## config.mk

```make
export PLATFORM = sky130hd
export DESIGN_NAME = imem_loader_flat
export DESIGN_NICKNAME = d
export VERILOG_FILES = /design/src/rtl/imem_loader_pkg.sv /design/src/rtl/imem_loader_if.sv /design/src/rtl/imem_loader_word_asm.sv /design/src/rtl/imem_loader.sv /design/src/flat_wrapper.sv
export SDC_FILE = /design/constraint.sdc
export NUM_CORES = 1
export LEC_CHECK = 0
export CAP_MARGIN = 20
export CORE_ASPECT_RATIO = 1.1
export CORE_MARGIN = 2
export CORE_UTILIZATION = 47
export CTS_BUF_LIST = sky130_fd_sc_hd__clkbuf_4 sky130_fd_sc_hd__clkbuf_8 sky130_fd_sc_hd__clkbuf_16
export DETAILED_ROUTE_END_ITERATION = 8
export MAX_ROUTING_LAYER = met4
export PLACE_DENSITY = 0.7
export SLEW_MARGIN = 20
export SYNTH_ARGS = -nofsm -noshare
export SYNTH_HDL_FRONTEND = slang
export SYNTH_SLANG_ARGS = --single-unit
export TNS_END_PERCENT = 50
```

## constraint.sdc

```tcl
create_clock -name clk -period 2.72 [get_ports clk]
set_input_delay 0.408 -clock clk [delete_from_list [all_inputs] [get_ports clk]]
set_output_delay 0.408 -clock clk [all_outputs]
set_load 0.05 [all_outputs]
```

## src/rtl/imem_loader_pkg.sv

```systemverilog
// Shared definitions for the boot-time instruction-memory loader.
// Holds the ebreak encoding, loader states and a byte-merge helper.
package imem_loader_pkg;

  localparam logic [31:0] EBREAK = 32'h0010_0073;

  typedef enum logic [2:0] {
    S_LOAD,
    S_WRITE,
    S_RELEASE,
    S_DONE,
    S_FULL
  } state_t;

  function automatic logic [31:0] merge_byte(
    input logic [31:0] w,
    input logic [1:0]  k,
    input logic [7:0]  b
  );
    logic [31:0] r;
    r = w;
    r[8*k +: 8] = b;
    return r;
  endfunction

endpackage

```

## src/rtl/imem_loader_if.sv

```systemverilog
// Byte-stream handshake plus instruction-memory write bus.
// master = host/memory side, slave = loader side.
interface imem_loader_if #(
  parameter int ADDR_WIDTH = 8
);

  logic                  in_valid;
  logic [7:0]            in_data;
  logic                  in_ready;
  logic                  mem_we;
  logic [ADDR_WIDTH-1:0] mem_addr;
  logic [31:0]           mem_wdata;

  modport master (
    output in_valid,
    output in_data,
    input  in_ready,
    input  mem_we,
    input  mem_addr,
    input  mem_wdata
  );

  modport slave (
    input  in_valid,
    input  in_data,
    output in_ready,
    output mem_we,
    output mem_addr,
    output mem_wdata
  );

endinterface

```

## src/rtl/imem_loader_word_asm.sv

```systemverilog
// Little-endian word assembler: byte index counter plus accumulator.
// word is the accumulator with the current byte merged in.
module loader_word_asm
  import imem_loader_pkg::*;
(
  input  logic        clk,
  input  logic        reset,
  input  logic        clear,
  input  logic        en,
  input  logic [7:0]  data,
  output logic        word_valid,
  output logic [31:0] word
);

  logic [1:0]  idx;
  logic [31:0] acc;

  assign word       = merge_byte(acc, idx, data);
  assign word_valid = en && (idx == 2'd3);

  always_ff @(posedge clk) begin
    if (!reset || clear) begin
      idx <= 2'd0;
      acc <= '0;
    end else if (en) begin
      idx <= idx + 2'd1;
      acc <= word;
    end
  end

endmodule

```

## src/rtl/imem_loader.sv

```systemverilog
// Streams bytes into instruction memory and holds the CPU in reset
// until the terminating ebreak word has been written.
module imem_loader
  import imem_loader_pkg::*;
#(
  parameter int          ADDR_WIDTH  = 8,
  parameter int          HOLD_CYCLES = 2,
  parameter logic [31:0] HALT_WORD   = EBREAK
) (
  input  logic                clk,
  input  logic                reset,
  imem_loader_if.slave        bus,
  input  logic                reload,
  output logic                cpu_reset,
  output logic                done,
  output logic                error,
  output logic [ADDR_WIDTH:0] words_loaded
);

  // HOLD_CYCLES must be at least 1
  localparam int HW =
    (HOLD_CYCLES > 1) ? $clog2(HOLD_CYCLES) : 1;
  localparam logic [HW-1:0] HOLD_LAST =
    HW'(HOLD_CYCLES - 1);

  state_t        state;
  logic [HW-1:0] hold;
  logic          take;
  logic          clear;
  logic          word_valid;
  logic [31:0]   word;

  assign bus.in_ready = (state == S_LOAD);
  assign take         = bus.in_valid && bus.in_ready;
  assign clear        = (state == S_DONE) && reload;

  loader_word_asm u_asm (
    .clk        (clk),
    .reset      (reset),
    .clear      (clear),
    .en         (take),
    .data       (bus.in_data),
    .word_valid (word_valid),
    .word       (word)
  );

  always_ff @(posedge clk) begin
    if (!reset) begin
      state         <= S_LOAD;
      hold          <= '0;
      bus.mem_we    <= 1'b0;
      bus.mem_addr  <= '0;
      bus.mem_wdata <= '0;
      cpu_reset     <= 1'b1;
      done          <= 1'b0;
      error         <= 1'b0;
      words_loaded  <= '0;
    end else begin
      unique case (state)
        S_LOAD: begin
          if (word_valid) begin
            state         <= S_WRITE;
            bus.mem_we    <= 1'b1;
            bus.mem_wdata <= word;
            words_loaded  <= words_loaded + 1'b1;
          end
        end
        S_WRITE: begin
          bus.mem_we <= 1'b0;
          hold       <= '0;
          if (bus.mem_wdata == HALT_WORD) begin
            state <= S_RELEASE;
          end else if (&bus.mem_addr) begin
            // never wrap: park with the CPU still in reset
            state <= S_FULL;
            error <= 1'b1;
          end else begin
            state        <= S_LOAD;
            bus.mem_addr <= bus.mem_addr + 1'b1;
          end
        end
        S_RELEASE: begin
          if (hold == HOLD_LAST) begin
            state     <= S_DONE;
            cpu_reset <= 1'b0;
            done      <= 1'b1;
          end else begin
            hold <= hold + 1'b1;
          end
        end
        S_DONE: begin
          if (reload) begin
            state        <= S_LOAD;
            cpu_reset    <= 1'b1;
            done         <= 1'b0;
            bus.mem_addr <= '0;
            words_loaded <= '0;
          end
        end
        S_FULL: begin
          state <= S_FULL;
        end
        default: state <= S_LOAD;
      endcase
    end
  end

endmodule

```

## src/flat_wrapper.sv

```systemverilog
// flat-port wrapper written by rule: the top's interface ports become plain ports
module imem_loader_flat import imem_loader_pkg::*;
#(
  parameter int          ADDR_WIDTH  = 8,
  parameter int          HOLD_CYCLES = 2,
  parameter logic [31:0] HALT_WORD   = EBREAK
)
  (clk, reset, reload, cpu_reset, done, error, words_loaded, bus_in_valid, bus_in_data, bus_in_ready, bus_mem_we, bus_mem_addr, bus_mem_wdata);
  imem_loader_if #(.ADDR_WIDTH(ADDR_WIDTH)) bus_i ();
  input  logic clk;
  input  logic reset;
  input  logic reload;
  output logic cpu_reset;
  output logic done;
  output logic error;
  output logic [ADDR_WIDTH:0] words_loaded;
  input wire logic [$bits(bus_i.in_valid)-1:0] bus_in_valid;
  input wire logic [$bits(bus_i.in_data)-1:0] bus_in_data;
  output wire logic [$bits(bus_i.in_ready)-1:0] bus_in_ready;
  output wire logic [$bits(bus_i.mem_we)-1:0] bus_mem_we;
  output wire logic [$bits(bus_i.mem_addr)-1:0] bus_mem_addr;
  output wire logic [$bits(bus_i.mem_wdata)-1:0] bus_mem_wdata;
  assign bus_i.in_valid = bus_in_valid;
  assign bus_i.in_data = bus_in_data;
  assign bus_in_ready = bus_i.in_ready;
  assign bus_mem_we = bus_i.mem_we;
  assign bus_mem_addr = bus_i.mem_addr;
  assign bus_mem_wdata = bus_i.mem_wdata;
  imem_loader #(.ADDR_WIDTH(ADDR_WIDTH), .HOLD_CYCLES(HOLD_CYCLES), .HALT_WORD(HALT_WORD)) u_core (.clk(clk), .reset(reset), .bus(bus_i), .reload(reload), .cpu_reset(cpu_reset), .done(done), .error(error), .words_loaded(words_loaded));
endmodule
```

# After elaboration in Yosys (flattened, before gate mapping)
# Cells that the tools add are included.
# totals
register_bits,91
inputBits,12
out_inout_bits,54
# op_classes
add_sub_neg,5
n_eq_ne,11
n_shift,2
n_mux,24
n_bitwise,1
reduce_logical,19
# ops
operator,count
$neg 5->34,1
$shift 8x34->32 const A,1
$shiftx 8x34->32,1
$bwmux 32,1
$eq 32x21->1 const B,1
$mux 8,3
$mux 9,2
$pmux 9 s2,1
$pmux 8 s2,1
$mux 3,5
$pmux 3 s5,1
$reduce_and 10->1,1
$reduce_bool 2->1,5
$add 9x1->9 const B,1
$reduce_and 3->1,3
$add 8x1->8 const B,1
$ne 2x2->1 const B,4
$pmux 1 s2,4
$reduce_and 8->1,1
$eq 3x2->1 const B,2
$mux 1,6
$reduce_and 2->1,2
$reduce_and 4->1,1
$eq 3x1->1 const B,1
other kinds (10),12

# Logic depth before layout (Yosys ltp)
# Gate-level depths: netlist of the first run.
# logic_depth
word_depth,5
depth_mapped,8

# Hierarchy
# A second synthesis of the first run with hierarchy kept.
# hier_totals
hier_cells,512
hier_area_um2,4535.6
# modules_own_cells
mod,n_inst,cells_each,area_per_inst_um2,seq_area_each_um2
imem_loader,1,300,2615.0,1141.1
loader_word_asm,1,212,1920.6,680.7

# Worst setup path after synthesis of the first run
# No wires, ideal clock.
# synth_timing
kind,reg-to-reg
start,reg u_core.bus.mem_addr[0]
end,reg u_core.bus.mem_addr[1]
setup_time_ns,0.132
t_arrival_ns,1.822
path_slack_ns,0.766
stages_incl_launch_ff,7
path_buffers,0
path_cell_list,dfxtp_1 ha_1 and3_1 nand4_1 o21ai_1 or3_1 a21oi_1
# synth_between
elab_chain_cells,4
elab_cells_between_ends,7
# synth_lines
item,line_no,text
"start, declared",imem_loader_if.sv:28,"output mem_addr,"
"start signal, assigned",imem_loader.sv:79,bus.mem_addr <= bus.mem_addr + 1'b1;
$add 8x1->8,imem_loader.sv:79,
$mux 8,imem_loader.sv:73,end else if (&bus.mem_addr) begin
$mux 8,imem_loader.sv:71,if (bus.mem_wdata == HALT_WORD) begin
$pmux 8 s2,imem_loader.sv:59,unique case (state)
# Several ways; a longest one is shown, not always the timed one. The select of a mux whose other input is x is not followed.
# A chain may end at the register's enable or synchronous reset.

# Final worst setup path of the first run
# layout_timing
start,reg u_core.state[0]
end,out bus_in_ready
# layout_between
elab_chain_cells,1
# layout_lines
item,line_no,text
"start, declared",imem_loader.sv:26,state_t state;
"start signal, assigned",imem_loader.sv:49,state <= S_LOAD;
"start signal, assigned",imem_loader.sv:62,state <= S_WRITE;
"start signal, assigned",imem_loader.sv:72,state <= S_RELEASE;
$logic_not 3->1,imem_loader.sv:33,assign bus.in_ready = (state == S_LOAD);
"end, declared",flat_wrapper.sv:19,output wire logic [$bits(bus_i.in_ready)-1:0] bus_in_ready;
# Every way passes these cells.

==> results.md, run 1 <==
* Outcome: completed
* Power, Total at 2.533 mW
* Fillers at 644
* Effective utilization at floorplan at 0.4862
* TritonCTS Buffers at 9
* Antenna violations before repair at 0
* Clock-pin transition on the worst setup and hold timing paths at 0.08 ns
* Area of combinational cells with multiple inputs at 1814 um^2
* Ports placed on the boundary at 66
* Mapped Nets at 440
* Flop2flop setup slack at 0.69 ns
* Clock Root Buffer: sky130_fd_sc_hd__clkbuf_8
* Final-report max-slew violation count at 0
* Share of async-settable or async-resettable flops after synthesis at 0
* Launch point of the worst reg-to-reg path: u_core.u_asm.idx[0]
* Number of gates given a new drive strength after cts at 0
* Class of the most critical setup path: reg -> out
* Worst Hold Depth at 2
* Min-delay worst type: reg -> reg
* Top cell type's share of synthesized area at 0.4573
* Switching fraction of total power at 0.2514
* Cell-internal power at 1.896 mW
* Maximum clock path buffer count at 2
* Setup crit end kind: output pin
* Combinational Power Share at 0.114
* Number of nets at the end of the flow at 498
* Largest fanout on the critical path at 11
* Final total negative setup slack at 0 ns
* Final Routed Wirelength at 8.732 mm
* DRT iter0 DRCs at 153
* Clock tree from TritonCTS: done
* Sequential Area at 1662 um^2
* Share of synthesized area occupied by flip-flops and latches at 0.4573
* Number of standard cells after synthesis at 421
* Final hold vios at 0
* Buffer and inverter count on the worst path at 1
* Top cell type by total area after synthesis: sky130_fd_sc_hd__dfxtp_1
* Part of the cycle the worst path needs at 0.8375
* Setup violations, final at 0
* Clk pwr share at 0.382
* # rows at 33
* Area added between synthesis and finish at 25.83%
* Pin slew with the least headroom to its limit at 0.5215 ns
* Overall die height at 96.22 um
* Largest net degree at the start of global routing at 54
* Worst Path Required at 2.31 ns
* Sequential group share of total power at 0.504
* Slowest library cell on the worst path: sky130_fd_sc_hd__clkdlybuf4s50_1
* Most frequent cells after synthesis: 83 x sky130_fd_sc_hd__dfxtp_1, 64 x sky130_fd_sc_hd__nor2_1, 49 x sky130_fd_sc_hd__a211oi_1, 39 x sky130_fd_sc_hd__a21oi_1
* Terminating pin of the worst hold path: u_core.done
* Hold Crit Start: u_core.done
* Fraction of layout instances using a drive strength above 1 at 0.07025
* Count of different cell masters after synthesis at 46
* Wire per inst at 14.83 um
* Fin crit period at 2.278 ns
* Post-CTS setup buffers at 0
* Final clock skew at 0.008038 ns
* Unrepaired setup endpoints after global routing: no
* Maximum achievable frequency at 439.0 MHz
* Core Footprint at 7473 um^2
* Detail Placement HPWL at 6.234 mm
* Total global routing overflow at 0
* Avg Inst Size Synth at 8.631 um^2
* Via count of the first global-routing pass at 2892
* Number of optimization iterations in the first detailed-route pass at 4
* Most repeated cell in the gate-level netlist after synthesis: sky130_fd_sc_hd__dfxtp_1
* Cell family with the largest share of critical-path delay: buffers and inverters
* Die Area at 8451 um^2
* Antenna diodes at 0
* Sw Pwr at 0.6367 mW
* Count of buffers inserted at the top-level ports at 65
* Critical Path Source: u_core.state[0]
* Worst slew margin relative to its limit at 0.6513
* Total number of vias at 3202
* Hold_buf cts at 0
* Biggest cell delay along the critical path at 0.84 ns
* ANT nets after route at 0
* Clock insertion delay at the later pin of the skew report at 0.35 ns
* Routability cong. at 0.8170
* Total leakage power at 1.563 nW
* Combined global-route utilization of all metal layers at 0.2248
* WP data arrival at 1.87 ns
* Reg2reg path depth at 6
* H-tree levels at 3
* Vias/cell at 5.436
* X dimension of the die at 87.84 um
* Synthesized flop and latch total at 83
* Number of violations of the max-capacitance limit at 0
* Global-route wire length before repair at 14.26 mm
* CTS Sinks at 83
* DRC violation count after routing at 0
* End of the worst register-to-register path: u_core.u_asm.acc[19]
* Number of synthesized flops with an enable pin at 0
* Startpoint type of the worst setup path: flip-flop
* Synth top area cells: sky130_fd_sc_hd__dfxtp_1 46%, sky130_fd_sc_hd__a211oi_1 10%, sky130_fd_sc_hd__nor2_1 6.6%
* Critical path cell sequence: nor3_4 -> clkdlybuf4s50_1
* Total power density per cell area at 554.1 nW/um^2
* Max rail drop VDD at 0.3751 mV
* Summed instance area of the synthesized netlist at 3633 um^2
* Most used flip-flop cell after synthesis: sky130_fd_sc_hd__dfxtp_1
* Synth Warn # at 0
[kinds of logic (layout without fill, tap and decap cells)]
kind of cell             after synthesis  after routing  synth area share
XOR/XNOR                               8              8           0.01928
buffers and inverters                 34             97           0.04442
flip-flops                            83             83            0.4573
AO/OA/AOI/OAI                        113            113            0.2045
adder cells (fa/ha/maj)                7              7           0.02410
AND/OR/NAND/NOR                      176            176            0.2503
[area by class of cell]
cell class / instances / share of cell area
tap: 105 / 0.02874
multi-input combinational: 304 / 0.3968
sequential: 83 / 0.3634
clock inverter: 5 / 0.01697
inverter: 6 / 0.004926
clock buffer: 11 / 0.03038
timing repair buffer: 75 / 0.1587
[power by group through the flow]
stage               clock [mW]  combinational, mW  sequential [mW]
finish                   0.968              0.288             1.28
global route              1.04              0.317             1.28
CTS                      0.990              0.288             1.28
detailed placement           0              0.287             1.30
global placement             0              0.281             1.30
floorplan                    0              0.169             1.33
[flip-flops by register name, summed over array words and instances (netlist names), 2 cells and up]
register,flops
u_core.bus.mem_addr,8
u_core.u_asm.acc,24
u_core.words_loaded,9
u_core.bus.mem_wdata,32
u_core.state,3
u_core.u_asm.idx,2
[metrics by stage]
step	hold slack, ns	setup WS [ns]	instance area (um^2)	util	std cells
6_report	0.4508	0.4420	4572	0.6118	589
5_1_grt	0.4728	0.3447	4572	0.6118	589
4_1_cts	0.4552	0.4208	4572	0.6118	589
3_5_place_dp	0.4430	0.6035	4355	0.5828	573
3_3_place_gp	0.4318	0.6428	4355	0.5828	573
2_1_floorplan	0.4736	0.7662	3633	-	421
[placed cells by master, fill, tap and decap left out, types with 5 or more instances in the layout]
| cell | Yosys | final |
|---|---|---|
| sky130_fd_sc_hd__dfxtp_1 | 83 | 83 |
| sky130_fd_sc_hd__clkdlybuf4s50_1 | 0 | 65 |
| sky130_fd_sc_hd__nor2_1 | 64 | 64 |
| sky130_fd_sc_hd__a211oi_1 | 49 | 49 |
| sky130_fd_sc_hd__a21oi_1 | 39 | 39 |
| sky130_fd_sc_hd__nor2b_1 | 26 | 26 |
| sky130_fd_sc_hd__nand2_1 | 26 | 26 |
| sky130_fd_sc_hd__nand3_1 | 11 | 11 |
| sky130_fd_sc_hd__buf_4 | 1 | 10 |
| sky130_fd_sc_hd__nand4_1 | 9 | 9 |
| sky130_fd_sc_hd__clkbuf_8 | 0 | 9 |
| sky130_fd_sc_hd__nor3_1 | 7 | 7 |
| sky130_fd_sc_hd__xor2_1 | 7 | 7 |
| sky130_fd_sc_hd__ha_1 | 7 | 7 |
| sky130_fd_sc_hd__inv_1 | 6 | 6 |
| sky130_fd_sc_hd__and3_1 | 6 | 6 |
| sky130_fd_sc_hd__o21ai_0 | 6 | 6 |
| sky130_fd_sc_hd__nor4_1 | 5 | 5 |
[how the worst max path moves through the flow]
| stage | cells after the start | end | slack [ns] |
|---|---|---|---|
| floorplan | 6 | u_core.bus.mem_addr[1] | 0.77 |
| global placement | 6 | u_core.bus.mem_addr[1] | 0.64 |
| detailed placement | 6 | u_core.bus.mem_addr[5] | 0.60 |
| CTS | 2 | bus_in_ready | 0.42 |
| global route | 2 | bus_in_ready | 0.34 |
| finish | 2 | bus_in_ready | 0.44 |
[tightest hold or removal path, cell delays in order, from the launching register on]
cell	delay, ns
sky130_fd_sc_hd__dfxtp_1	0.31
sky130_fd_sc_hd__inv_1	0.05
sky130_fd_sc_hd__a21oi_1	0.05
[routing by layer]
layer  GRT usage  vias up  routed length [um]
met4     0.09231        0                 109
met2      0.3447       75                4014
met3     0.03431       10                 388
li1            -     1618                   -
met1      0.2969     1499                4219
met5           -        -                   0
Power figures use the tool's default switching activity.
==> inputs of run 2 (changes only) <==
- clock period: 2.72 -> 2.3 ns (I/O delays scaled with it)
==> run 2 against run 1 <==
Effect of this change: via count increased by 1.6%; first-iteration DRC count decreased by 5.2%; die area unchanged; flip-flop and latch count unchanged; register-to-register slack got worse by 0.44 ns; combinational power increased by 21%; clock-buffer cell count increased by 2; core utilization increased by 0.27 points; critical path depth increased by 4; clock power increased by 12%; critical endpoint is now u_core.bus.mem_wdata[29]; largest cell class unchanged.
==> results.md, run 2 (synthesis results as in run 1) <==
* Total power density per cell area at 640.3 nW/um^2
* Unrepaired setup endpoints after global routing: no
* GR met3 Demand/Resource at 0.04717
* Launch point of the worst reg-to-reg path: u_core.u_asm.idx[0]
* Count of buffers inserted at the top-level ports at 65
* Setup violations, final at 0
* # rows at 33
* Wire per inst at 15.02 um
* Fraction of layout instances using a drive strength above 1 at 0.07025
* Maximum achievable frequency at 487.8 MHz
* Critical Path Source: u_core.u_asm.idx[0]
* Reg with most FFs: u_core.bus.mem_wdata
* Outcome: completed
* Effective utilization at floorplan at 0.4862
* ANT nets after route at 0
* H-tree levels at 3
* Final total negative setup slack at 0 ns
* Met2 GRT Util at 0.3516
* Startpoint type of the worst setup path: flip-flop
* Non-filler instance count after layout at 589
* Antenna diodes at 0
* Largest net degree at the start of global routing at 54
* Clock insertion delay at the later pin of the skew report at 0.35 ns
* Fin crit period at 2.050 ns
* Routability cong. at 0.8805
* Worst slew margin relative to its limit at 0.6329
* Met1 GRT Util at 0.2888
* Max rail drop VDD at 0.4921 mV
* Hold_buf cts at 0
* Die Area at 8451 um^2
* Final hold vios at 0
* Detail Placement HPWL at 6.292 mm
* Part of the cycle the worst path needs at 0.8913
* Ports placed on the boundary at 66
* Vias/cell at 5.521
* TritonCTS Buffers at 9
* Overall die height at 96.22 um
* WP data arrival at 2.33 ns
* Max FFs per register at 32
* Global-route wire length before repair at 14.35 mm
* Commonest cells after routing, fill and taps aside: 83 x sky130_fd_sc_hd__dfxtp_1, 64 x sky130_fd_sc_hd__nor2_1, 64 x sky130_fd_sc_hd__clkdlybuf4s50_1
* X dimension of the die at 87.84 um
* Clock-pin transition on the worst setup and hold timing paths at 0.08 ns
* Registers with the most flip-flops: u_core.bus.mem_wdata (32), u_core.u_asm.acc (24), u_core.words_loaded (9)
* Commonest non-fill, non-tap cell in the layout: sky130_fd_sc_hd__dfxtp_1
* Sequential Area at 1662 um^2
* Number of violations of the max-capacitance limit at 0
* DRC violation count after routing at 0
* Area added between synthesis and finish at 26.38%
* Biggest cell delay along the critical path at 0.50 ns
* GRT Max-Usage Layer: met2
* Maximum clock path buffer count at 2
* Hold Crit Start: u_core.done
* Clock Root Buffer: sky130_fd_sc_hd__clkbuf_8
* DRT iter0 DRCs at 145
* Combined global-route utilization of all metal layers at 0.2260
* Pin slew with the least headroom to its limit at 0.5489 ns
* Setup crit end kind: flip-flop
* Critical path cell sequence: inv_1 -> ha_1 -> nor4b_1 -> and2_1 -> nand2_1 -> a21oi_1
* Clock tree from TritonCTS: done
* Fillers at 680
* Total global routing overflow at 0
* Core Footprint at 7473 um^2
* Area of combinational cells with multiple inputs at 1814 um^2
* Class of the most critical setup path: reg -> reg
* Largest fanout on the critical path at 7
* Antenna violations before repair at 0
* Total number of vias at 3252
* Via count of the first global-routing pass at 2983
* CTS Sinks at 83
* Number of nets at the end of the flow at 499
* Final cell utilization of the core at 0.6144
* Min-delay worst type: reg -> reg
* Worst Path Required at 2.58 ns
* Number of optimization iterations in the first detailed-route pass at 5
* Slowest library cell on the worst path: sky130_fd_sc_hd__nor4b_1
* Final clock skew at 0.01284 ns
* Final-report max-slew violation count at 0
* Total leakage power at 1.571 nW
* Placed Instances at 574
* Post-CTS setup buffers at 0
* Final Routed Wirelength at 8.844 mm
run 2: layout make-up:
| type | instances | area share |
|---|---|---|
| clock buffer | 13 | 0.03624 |
| multi-input combinational | 304 | 0.3951 |
| tap | 105 | 0.02861 |
| clock inverter | 2 | 0.007629 |
| timing repair buffer | 76 | 0.1657 |
| inverter | 6 | 0.004905 |
| sequential | 83 | 0.3619 |
run 2: worst paths after layout:
| kind | to | slack, ns | depth (start not counted) |
|---|---|---|---|
| min | u_core.done | 0.45 | 2 |
| max | u_core.bus.mem_wdata[29] | 0.25 | 6 |
| min reg2reg | u_core.done | 0.45 | 2 |
| max reg2reg | u_core.bus.mem_wdata[29] | 0.25 | 6 |
run 2: per-stage QoR:
stage | hold WS, ns | area, um^2 | power (mW) | setup WS (ns)
final | 0.4455 | 4592 | 2.940 | 0.2500
after global routing | 0.4693 | 4592 | 3.061 | 0.04608
after CTS | 0.4485 | 4589 | 2.964 | 0.02960
after detailed placement | 0.4364 | 4388 | 1.891 | 0.2693
after global placement | 0.4314 | 4388 | 1.884 | 0.2828
after floorplan | 0.4627 | 3633 | 1.769 | 0.3462
run 2: what timing repair did:
| item | in CTS | in global routing |
|---|---|---|
| gates resized for setup | 0 | 1 |
| setup endpoints to repair | 0 | 1 |
| endpoints found under the hold margin | 0 | 0 |
run 2: worst max-delay path, delay by kind of cell (launching register included):
kind	cells	cell delay (ns)
buf+inv	1	0.13
compound gates	1	0.14
flops	1	0.46
fa+ha+maj	1	0.37
simple gates	3	0.89
run 2: layer usage:
layer | routed length [um] | up-vias
li1 | - | 1620
met3 | 492 | 10
met1 | 4074 | 1517
met5 | 0 | -
met2 | 4180 | 105
met4 | 96 | 0
run 2: power breakdown:
group / total, mW / internal (mW) / switching, mW
clock: 1.08 / 0.579 / 0.502
sequential: 1.51 / 1.48 / 0.0282
combinational: 0.349 / 0.136 / 0.213
total: 2.94 / 2.20 / 0.743
